===== src/rtl/regbank_write_arbiter_pkg.sv =====
// Shared register-bank constants used by the bank and its write arbiter.
package regbank_write_arbiter_pkg;

    // Default register data width and register index width (32 registers).
    localparam int unsigned RegDataW = 32;
    localparam int unsigned RegAddrW = 5;

    // Number of write requesters sharing the single bank write port.
    localparam int unsigned NumReq = 2;

    // Width of the issued-write counter.
    localparam int unsigned WrCountW = 16;

    // Round-robin pointer value after a transfer: the requester that did not win.
    function automatic logic next_prio(input logic winner_id);
        return ~winner_id;
    endfunction

endpackage


===== src/rtl/rr_arb2.sv =====
// Two-way round-robin grant logic. Purely combinational; the pointer lives in the caller.
module rr_arb2
    import regbank_write_arbiter_pkg::*;
(
    input  logic [NumReq-1:0] valid,
    input  logic              prio,
    output logic [NumReq-1:0] grant
);

    // Lone requester always wins; a contested cycle goes to the requester prio points at.
    always_comb begin
        grant = '0;
        unique case (valid)
            2'b01:   grant = 2'b01;
            2'b10:   grant = 2'b10;
            2'b11:   grant = prio ? 2'b10 : 2'b01;
            default: grant = 2'b00;
        endcase
    end

endmodule


===== src/rtl/regbank_write_arbiter.sv =====
// Arbitrates two write requesters onto one register-bank write port with
// latency 1, throughput 1 and round-robin fairness on contention.
module regbank_write_arbiter
    import regbank_write_arbiter_pkg::*;
#(
    parameter int unsigned DATA_W = RegDataW,
    parameter int unsigned ADDR_W = RegAddrW
) (
    input  logic                clk,
    input  logic                reset,

    input  logic                req0_valid,
    input  logic [ADDR_W-1:0]   req0_dr,
    input  logic [DATA_W-1:0]   req0_data,
    output logic                req0_ready,

    input  logic                req1_valid,
    input  logic [ADDR_W-1:0]   req1_dr,
    input  logic [DATA_W-1:0]   req1_data,
    output logic                req1_ready,

    output logic                write,
    output logic [ADDR_W-1:0]   dr,
    output logic [DATA_W-1:0]   wrData,
    output logic                grant_id,
    output logic [WrCountW-1:0] wr_count
);

    logic [NumReq-1:0] valid;
    logic [NumReq-1:0] grant;
    logic [NumReq-1:0] xfer;
    logic              xfer_any;
    logic              win_id;

    logic                prio_q,     prio_d;
    logic                write_q,    write_d;
    logic [ADDR_W-1:0]   dr_q,       dr_d;
    logic [DATA_W-1:0]   wr_data_q,  wr_data_d;
    logic                grant_id_q, grant_id_d;
    logic [WrCountW-1:0] wr_count_q, wr_count_d;

    assign valid = {req1_valid, req0_valid};

    rr_arb2 u_rr_arb2 (
        .valid (valid),
        .prio  (prio_q),
        .grant (grant)
    );

    // Ready is gated by reset so nothing is accepted (and thus lost) while reset is high.
    assign req0_ready = grant[0] & ~reset;
    assign req1_ready = grant[1] & ~reset;

    // Grant is only ever given to a valid requester, so ready alone marks the transfer.
    assign xfer     = {req1_ready, req0_ready};
    assign xfer_any = |xfer;
    assign win_id   = xfer[1];

    // Next-state: capture the winning write, move the pointer, count issued writes.
    always_comb begin
        write_d    = xfer_any;
        dr_d       = dr_q;
        wr_data_d  = wr_data_q;
        grant_id_d = grant_id_q;
        prio_d     = prio_q;
        wr_count_d = wr_count_q;
        if (xfer_any) begin
            dr_d       = win_id ? req1_dr   : req0_dr;
            wr_data_d  = win_id ? req1_data : req0_data;
            grant_id_d = win_id;
            prio_d     = next_prio(win_id);
            // Counted on acceptance so the count updates together with write going high.
            wr_count_d = wr_count_q + {{(WrCountW-1){1'b0}}, 1'b1};
        end
    end

    // Output registers, pointer and counter with synchronous reset.
    always_ff @(posedge clk) begin
        if (reset) begin
            prio_q     <= 1'b0;
            write_q    <= 1'b0;
            dr_q       <= '0;
            wr_data_q  <= '0;
            grant_id_q <= 1'b0;
            wr_count_q <= '0;
        end else begin
            prio_q     <= prio_d;
            write_q    <= write_d;
            dr_q       <= dr_d;
            wr_data_q  <= wr_data_d;
            grant_id_q <= grant_id_d;
            wr_count_q <= wr_count_d;
        end
    end

    assign write    = write_q;
    assign dr       = dr_q;
    assign wrData   = wr_data_q;
    assign grant_id = grant_id_q;
    assign wr_count = wr_count_q;

endmodule


===== config.mk =====
export PLATFORM = sky130hd
export DESIGN_NAME = regbank_write_arbiter
export DESIGN_NICKNAME = d
export VERILOG_FILES = /design/src/rtl/regbank_write_arbiter_pkg.sv /design/src/rtl/rr_arb2.sv /design/src/rtl/regbank_write_arbiter.sv
export SDC_FILE = /design/constraint.sdc
export NUM_CORES = 1
export LEC_CHECK = 0
export ABC_CLOCK_PERIOD_IN_PS = 4690
export CORE_MARGIN = 4
export CORE_UTILIZATION = 39
export DETAILED_ROUTE_END_ITERATION = 7
export PLACE_DENSITY = 0.85
export SLEW_MARGIN = 10
export SYNTH_ARGS = -nofsm -noshare
export SYNTH_HDL_FRONTEND = slang
export SYNTH_SLANG_ARGS = --single-unit

===== constraint.sdc =====
create_clock -name clk -period 4.69 [get_ports clk]
set_input_delay 0.938 -clock clk [delete_from_list [all_inputs] [get_ports clk]]
set_output_delay 0.938 -clock clk [all_outputs]
set_load 0.01 [all_outputs]

==> results.ini, run 1 <==
[status]
status=complete, no violations

[global_routing]
overflow=0
track_usage_pct=20.00
grt_max_degree=55
grt_pass1_vias=2279
grt_pass1_wl_um=10550
grt_antenna_before_repair=0

[hold_path]
min_path_cells=2
hold_path.startpoint=grant_id
min_path_type=flip-flop to flip-flop
hold_path_end=grant_id

[critical_path]
crit_fanout=3
crit_path_end_kind=primary output
cpLargestDelayFamily=buffers and inverters
max_stage_delay_ps=560
ff2ff_setup_slack_ps=2960
ff2ff_path_depth=4
cp_slowest_cell=clkdlybuf4s50_1
cpMostUsedCell=clkdlybuf4s50_1
reg2reg_from=wr_count[4]
worstSetupPathType=primary input to primary output
path_buf_inv=2
worst_ep_arrival_time_ps=2340
start_kind=primary input
required_ps=3750
path_cells=clkdlybuf4s50_1 -> a21oi_1 -> and2_1 -> clkdlybuf4s50_1
r2r_end=wr_count[15]

[synth]
synth_area_leaders=dfxtp_1, a222oi_1, nor2_1
synth_ff_type=dfxtp_1
yosysWarningCount=0
synth_top_cell_area_share_pct=52.09
synth_edf_count=0
synthCells=225
ys_ff_latch=56
ys_types=33
async_reset_ff_share_pct=0
syn_area_per_cell_sq_um=9.565
synth_area_leader_cell=dfxtp_1
seq_area_frac_synth_pct=52.09
syn_nets=304
synthesis.area_sq_mm=0.002152

[place]
post-place-ws_ps=1383
dp_hpwl_um=4995
gp_congestion=0.7674
portBuffers=134

[cts]
cts_made_buffers=5
cts_tree=done
clk_latency_ps=310
cts.sinks=56
clk_pin_slew_ps=90
postCtsHoldBufs=0
clock_path_buffers=2
cts_max_level=2
post-cts-setup-buffers=0
cts_root_buffer=clkbuf_8
cts_resized=0

[job]
drv_cap=0

[timing]
fin_crit_sh_pct=69.94
setup_viol=0
slew_headroom_pct=40.68
rsz0062_at_grt=no
hold_viol=0
worst_slew_pin_slew_ps=889.2
maxSlewViolCount=0
fin_crit_ps=3280
worst_clock_skew_ps=4.825
finalWorstSetupSlack_ps=1410
setup-tns-final_ps=0
max_freq_mhz=304.8

[power_and_ir_drop]
powerDensity_mw_per_mm2=269.0
power.leakage_nw=1.265
ir_worst_vdd_mv=0.1767

[floorplan]
die_y_um=82.29
die_w_um=82.29
initial_utilization_pct=41.09
rows=26
die_area_sq_mm=0.006771
fp.coreArea_sq_mm=0.005238
boundaryPins=135

[routing]
vias=2343
wl_per_cell_um=16.43
viasPerCell=5.552
drtPass1Iterations=8
drc_errors=0
drt_wl_total_um=6932
drtIter0Drc=216
ant_nets=0

[finish]
synthToLayoutAreaGrowth_pct=68.26
seqCellArea_sq_mm=0.001121
multi_input_area_sq_um=939.7
fill_cells=423
diodes=0
nNetsFinal=430
drive_gt1_share_pct=4.261

==> tightest hold or removal path, cell delays in order (launching register included) <==
cell and delay, ps:
dfxtp_1 320, nand2b_1 60, o21bai_1 50
==> placed cells by master (no fill, tap or decap), types with 2 or more instances in the layout <==
cell             instances
clkdlybuf4s50_1        133
dfxtp_1                 56
nor2_1                  43
a222oi_1                36
a21oi_1                 12
nand3_1                  7
o21ai_0                  7
or3_1                    6
nand2_1                  5
xnor2_1                  5
clkbuf_8                 5
inv_1                    4
buf_4                    4
o31ai_1                  3
or4_1                    3
and2_1                   2
clkinv_2                 2
==> how the worst max path moves through the flow <==
stage | slack, ps | startpoint | to | depth (start not counted)
final | 1410 | req1_valid | req0_ready | 4
after detailed placement | 1380 | req0_valid | wr_count[8] | 6
after CTS | 1410 | req1_valid | req0_ready | 4
after global routing | 1330 | req0_valid | req1_ready | 4
after global placement | 1430 | req0_valid | wr_count[8] | 6
after floorplan | 2090 | reset | req0_ready | 4
==> cells in the mapped netlist (2+ instances only) <==
| cell type | n |
|---|---|
| o21ai_0 | 7 |
| nor2_1 | 43 |
| or4_1 | 3 |
| a21oi_1 | 12 |
| xnor2_1 | 5 |
| nand2_1 | 5 |
| clkbuf_1 | 13 |
| or3_1 | 6 |
| buf_2 | 5 |
| o31ai_1 | 3 |
| nand3_1 | 7 |
| inv_1 | 4 |
| and2_1 | 2 |
| dfxtp_1 | 56 |
| a222oi_1 | 36 |
==> sequential cells by signal (all words and copies together) (netlist names) <==
| name | cells |
|---|---|
| write | 1 |
| grant_id | 1 |
| prio_q | 1 |
| wrData | 32 |
| dr | 5 |
| wr_count | 16 |
==> power by group <==
| group | internal (W) | leakage, nW | switching [W] |
|---|---|---|---|
| registers | 0.000500 | 0.458 | 0.0000143 |
| clock network | 0.000105 | 0.0479 | 0.000156 |
| logic | 0.000125 | 0.759 | 0.0000750 |
==> through the flow <==
stage	std cells	hold WS [ps]	total power, W	util (%)	cell area [sq um]
after floorplan	225	463.1	0.0005959	-	2152
after global placement	414	453.5	0.0007218	67.46	3533
after detailed placement	414	465.1	0.0007249	67.46	3533
after CTS	422	480.5	0.0009835	69.14	3621
after global routing	422	507.5	0.001014	69.14	3621
final	422	475.5	0.0009739	69.14	3621
==> layer usage <==
layer	vias to the layer above	wire, um	share of wire [%]	track usage, %
met2	113	3570	52	34.78
met1	1103	2704	39	23.27
li1	1119	-	-	-
met4	0	81	1.2	5.814
met5	-	0	0	0
met3	8	576	8.3	6.616
==> area by class of cell <==
cell class	count	share of cell area, %
tap	70	2.419
clock inverter	3	0.5183
sequential	56	30.96
timing repair buffer	138	37.73
inverter	5	0.5183
multi-input combinational	145	25.95
clock buffer	5	1.900
==> logic make-up after synthesis <==
kind of cell	count (synthesis)	synth area share [%]
mux	1	0.4651
simple gates	76	16.57
buf+inv	24	4.476
compound gates	62	23.78
xor+xnor	5	2.035
fa+ha+maj	1	0.5813
flops	56	52.09
Power figures use the tool's default switching activity.
==> inputs of run 2 (changes only) <==
--- a/config.mk
+++ b/config.mk
@@ -5,11 +5,11 @@
 export SDC_FILE = /design/constraint.sdc
 export NUM_CORES = 1
 export LEC_CHECK = 0
-export ABC_CLOCK_PERIOD_IN_PS = 4690
+export ABC_CLOCK_PERIOD_IN_PS = 2800
 export CORE_MARGIN = 4
-export CORE_UTILIZATION = 39
+export CORE_UTILIZATION = 33
 export DETAILED_ROUTE_END_ITERATION = 7
-export PLACE_DENSITY = 0.85
+export PLACE_DENSITY = 0.76
 export SLEW_MARGIN = 10
 export SYNTH_ARGS = -nofsm -noshare
 export SYNTH_HDL_FRONTEND = slang
==> constraint.sdc (replaced) <==
create_clock -name clk -period 2.8 [get_ports clk]
set_input_delay 0.56 -clock clk [delete_from_list [all_inputs] [get_ports clk]]
set_output_delay 0.56 -clock clk [all_outputs]
set_load 0.01 [all_outputs]
==> run 2 against run 1 <==
  * The run now ends with DRC left
  * Largest power group unchanged
  * Via count increased by 0.13%
  * Global-route usage decreased by 2.6 points
  * Sequential share of layout area decreased by 0.37 points
  * Setup slack got worse by 1100 ps
  * Count of clock-buffer cells in the layout increased by 1
  * Clock power increased by 100%
  * Clock skew increased by 3.2 ps
==> results.ini, run 2 (synthesis gave the netlist of run 1 again) <==
[routing]
drt_wl_total_um=7093  ; +2.3%
vias=2346  ; +0.13%
ant_nets=0  ; unchanged
drtPass1Iterations=8  ; unchanged
drtIter0Drc=148  ; -31%
wl_per_cell_um=16.46  ; +0.19%
drc_errors=1  ; +1
viasPerCell=5.443  ; -2.0%

[critical_path]
worstSetupPathType=primary input to primary output
crit_fanout=4  ; +1
required_ps=2240  ; -1510 ps
start_kind=primary input
worst_ep_arrival_time_ps=1930  ; -410 ps
crit_path_end_kind=primary output

[global_routing]
grt_pass1_vias=2256  ; -1.0%
overflow=0  ; unchanged
grt_antenna_before_repair=0  ; unchanged
grt_pass1_wl_um=10700  ; +1.4%
track_usage_pct=17.42  ; -2.6 points
grt_max_degree=39  ; -29%

[cts]
postCtsHoldBufs=0  ; unchanged
cts.sinks=56  ; unchanged
post-cts-setup-buffers=0  ; unchanged
clk_pin_slew_ps=90  ; about the same
cts_tree=done
cts_resized=0  ; unchanged
cts_made_buffers=5  ; unchanged
cts_max_level=2  ; unchanged
cts_root_buffer=clkbuf_8
clock_path_buffers=2  ; unchanged
clk_latency_ps=310  ; about the same

[hold_path]
min_path_type=flip-flop to flip-flop

[timing]
max_freq_mhz=401.8
hold_ws_ps=472.7  ; -2.718 ps
worst_clock_skew_ps=8.022  ; +3.197 ps
hold_viol=0  ; unchanged
slew_headroom_pct=72.97  ; +32 points
rsz0062_at_grt=no
fin_crit_ps=2489
setup-tns-final_ps=0  ; unchanged
setup_viol=0  ; unchanged
worst_slew_pin_slew_ps=405.4  ; -483.8 ps
fin_crit_sh_pct=88.88
maxSlewViolCount=0  ; unchanged

[floorplan]
initial_utilization_pct=33.89  ; -7.2 points
rows=29  ; +12%
fp.coreArea_sq_mm=0.006350  ; +21%
boundaryPins=135  ; unchanged
die_w_um=88.76  ; +7.9%
die_area_sq_mm=0.007877  ; +16%
die_y_um=88.76  ; +7.9%

[finish]
mostFrequentLayoutCells=clkdlybuf4s50_1, dfxtp_1, nor2_1
final_core_utilization_pct=57.71  ; -11 points
drive_gt1_share_pct=4.520  ; +0.26 points
diodes=0  ; unchanged
fin_area_sq_mm=0.003665  ; +1.2%
nNetsFinal=432  ; +0.47%
synthToLayoutAreaGrowth_pct=70.29
final_common_cell=clkdlybuf4s50_1
fill_cells=566  ; +34%
largest_reg_flops=32  ; unchanged

[power_and_ir_drop]
powerDensity_mw_per_mm2=468.8  ; +74%
total_power_w=0.001718  ; +76%
power.leakage_nw=1.282  ; +1.3%
ir_worst_vdd_mv=0.2618  ; +48%

[place]
gp_congestion=0.7363  ; -4.1%
placed_area_sq_mm=0.003557  ; +0.67%
portBuffers=134  ; unchanged
dp_hpwl_um=5100  ; +2.1%

[job]
drv_cap=0  ; unchanged

[status]
violations=DRC
status=finished, violations left

[run 2: power breakdown]
part / switching [W] / internal, W / total (W)
sequential: 0.0000244 / 0.000837 / 0.000861
clock: 0.000254 / 0.000266 / 0.000520
combinational: 0.000127 / 0.000210 / 0.000337
[run 2: routing by layer]
layer  vias to the layer above  global-route usage (%)  share of wire [%]  wire (um)
li1                       1121                       -                  -          -
met1                      1125                   20.53                 39       2801
met2                        92                   28.88                 50       3576
met3                         8                   7.169                8.8        621
met4                         0                   5.357                1.3         93
met5                         -                       0                  0          0
[run 2: worst paths after layout]
path / from / to / slack (ps) / cells past startpoint
max: req0_valid / req1_ready / 310 / 4
max reg2reg: wr_count[4] / wr_count[15] / 1070 / 4
min reg2reg: grant_id / grant_id / 470 / 2
min: grant_id / grant_id / 470 / 2
[run 2: critical path, cell delays in order]
cell             delay, ps
clkdlybuf4s50_1        460
nor2b_1                160
nor3b_2                170
clkdlybuf4s50_1        570
[run 2: layout make-up]
type,count,area [sq um],area share [%]
Clock buffer,6,72.57,1.980
Clock inverter,2,35.03,0.9560
Inverter,5,18.77,0.5121
Multi-Input combinational cell,145,939.7,25.64
Sequential cell,56,1121,30.59
Tap cell,77,96.34,2.629
Timing Repair Buffer,140,1381,37.69
[run 2: stage by stage]
stage,std cells,setup WS [ps]
after global routing,431,238.0
after detailed placement,423,309.6
after global placement,423,312.0
final,431,311.3
after CTS,431,302.5
after floorplan,225,955.5
==> inputs of run 3 (changes only) <==
--- a/config.mk
+++ b/config.mk
@@ -6,6 +6,7 @@
 export NUM_CORES = 1
 export LEC_CHECK = 0
 export ABC_CLOCK_PERIOD_IN_PS = 2800
+export CORE_ASPECT_RATIO = 1.5
 export CORE_MARGIN = 4
 export CORE_UTILIZATION = 33
 export DETAILED_ROUTE_END_ITERATION = 7
==> constraint.sdc (replaced) <==
create_clock -name clk -period 2.8 [get_ports clk]
set_input_delay 0.28 -clock clk [delete_from_list [all_inputs] [get_ports clk]]
set_output_delay 0.28 -clock clk [all_outputs]
set_load 0.01 [all_outputs]
==> run 3 against run 2 <==
  * Clock power is 13% lower
  * Core utilization is 0.65 points higher
  * Critical path depth stayed put
  * The flow now finishes without violations
  * Count of clock-buffer cells in the layout is 1 higher
  * Register-to-register slack hardly changed
  * Final area is 0.27% lower
  * Sequential share of layout area is 0.084 points higher
==> results.ini, run 3 (synthesis gave the netlist of run 1 again) <==
[finish]
drive_gt1_share_pct=4.520  ; unchanged
mostFrequentLayoutCells=clkdlybuf4s50_1, dfxtp_1, nor2_1
synthToLayoutAreaGrowth_pct=69.83
final_core_utilization_pct=58.36  ; +0.65 points
nNetsFinal=432  ; unchanged
largest_reg_flops=32  ; unchanged
final_common_cell=clkdlybuf4s50_1
fin_area_sq_mm=0.003655  ; -0.27%
diodes=0  ; unchanged

[cts]
post-cts-setup-buffers=0  ; unchanged
cts_made_buffers=5  ; unchanged
cts_root_buffer=clkbuf_8
cts.sinks=56  ; unchanged
clk_pin_slew_ps=100  ; about the same
cts_max_level=2  ; unchanged
clock_path_buffers=2  ; unchanged
postCtsHoldBufs=0  ; unchanged
clk_latency_ps=300  ; about the same
cts_tree=done
cts_resized=0  ; unchanged

[status]
status=complete, no violations

[global_routing]
track_usage_pct=18.11  ; +0.69 points
grt_max_degree=54  ; +38%
grt_pass1_vias=2334  ; +3.5%
grt_pass1_wl_um=11210  ; +4.8%
grt_antenna_before_repair=0  ; unchanged
overflow=0  ; unchanged

[routing]
drtIter0Drc=282  ; +91%
wl_per_cell_um=16.80  ; +2.1%
drtPass1Iterations=8  ; unchanged
drc_errors=0  ; -1
drt_wl_total_um=7190  ; +1.4%
vias=2325  ; -0.90%
viasPerCell=5.432  ; -0.20%
ant_nets=0  ; unchanged

[critical_path]
start_kind=primary input
crit_fanout=4  ; unchanged
ff2ff_setup_slack_ps=1070  ; about the same
cpLargestDelayFamily=buffers and inverters
cpMostUsedCell=clkdlybuf4s50_1
reg2reg_from=wr_count[4]
r2r_end=wr_count[15]
ff2ff_path_depth=4  ; unchanged
crit_path_end_kind=primary output
critPathCapture=req1_ready
max_stage_delay_ps=610  ; +40 ps
path_buf_inv=2  ; unchanged
worst_ep_arrival_time_ps=1800  ; -130 ps
cp-startpoint=req0_valid
cp_num_cells=4  ; unchanged
worstSetupPathType=primary input to primary output
path_cells=clkdlybuf4s50_1 -> nor2b_1 -> nor3b_2 -> clkdlybuf4s50_1
required_ps=2520  ; +280 ps
cp_slowest_cell=clkdlybuf4s50_1

[power_and_ir_drop]
total_power_w=0.001652  ; -3.8%
power.leakage_nw=1.273  ; -0.67%
ir_worst_vdd_mv=0.2660  ; +1.6%
powerDensity_mw_per_mm2=452.1  ; -3.6%

[floorplan]
rows=35  ; +21%
initial_utilization_pct=34.37  ; +0.47 points
die_y_um=106.9  ; +20%
boundaryPins=135  ; unchanged
die_area_sq_mm=0.007904  ; +0.34%
die_w_um=73.94  ; -17%
fp.coreArea_sq_mm=0.006262  ; -1.4%

[timing]
max_freq_mhz=481.2  ; +20%
setup_viol=0  ; unchanged
hold_viol=0  ; unchanged
fin_crit_ps=2078  ; -410.5 ps
fin_crit_sh_pct=74.22  ; -15 points
setup-tns-final_ps=0  ; unchanged
slew_headroom_pct=62.94  ; -10 points
worst_clock_skew_ps=4.448  ; -3.574 ps
worst_slew_pin_slew_ps=555.9  ; +150.4 ps
maxSlewViolCount=0  ; unchanged
hold_ws_ps=207.5  ; -265.3 ps
rsz0062_at_grt=no

[place]
placed_area_sq_mm=0.003561  ; +0.11%
gp_congestion=0.7426  ; +0.86%
dp_hpwl_um=5291  ; +3.7%
portBuffers=134  ; unchanged

[job]
drv_cap=0  ; unchanged

[hold_path]
min_path_type=primary input to flip-flop

run 3: metrics by stage:
| stage | cells | setup WS [ps] |
|---|---|---|
| after floorplan | 225 | 1226 |
| after global placement | 420 | 764.3 |
| after detailed placement | 420 | 714.3 |
| after CTS | 428 | 701.2 |
| after global routing | 428 | 639.5 |
| final | 428 | 721.9 |
run 3: routing by layer:
metal	vias up	share of wire, %	track usage (%)
li1	1119	-	-
met1	1095	38	19.14
met2	95	53	32.68
met3	16	6.5	4.784
met4	0	3.2	7.642
met5	-	0	0
run 3: final cells by class:
type	instances	area [sq um]
Fill cell	574	2608
Timing Repair Buffer	140	1381
Sequential cell	56	1121
Multi-Input combinational cell	145	947.2
Tap cell	74	92.59
Clock buffer	7	86.33
Inverter	5	18.77
Clock inverter	1	7.507
run 3: power breakdown:
group	switching (W)	internal, W	total, W
clock network	0.000251	0.000202	0.000452
registers	0.0000242	0.000837	0.000861
logic	0.000127	0.000212	0.000339
run 3: worst reg2reg max path: stages, from the launching register on:
cell and delay [ps]:
dfxtp_1 410, and4_1 310, nand4_1 220, or4_1 550, a21oi_1 170
run 3: worst min path at each step:
stage | slack (ps) | startpoint | cells after the start | endpoint
floorplan | 390 | req0_valid | 1 | prio_q
detailed placement | 470 | grant_id | 2 | grant_id
finish | 210 | reset | 2 | wrData[23]
global placement | 460 | grant_id | 2 | grant_id
CTS | 200 | reset | 2 | wrData[23]
global route | 200 | reset | 2 | wrData[23]
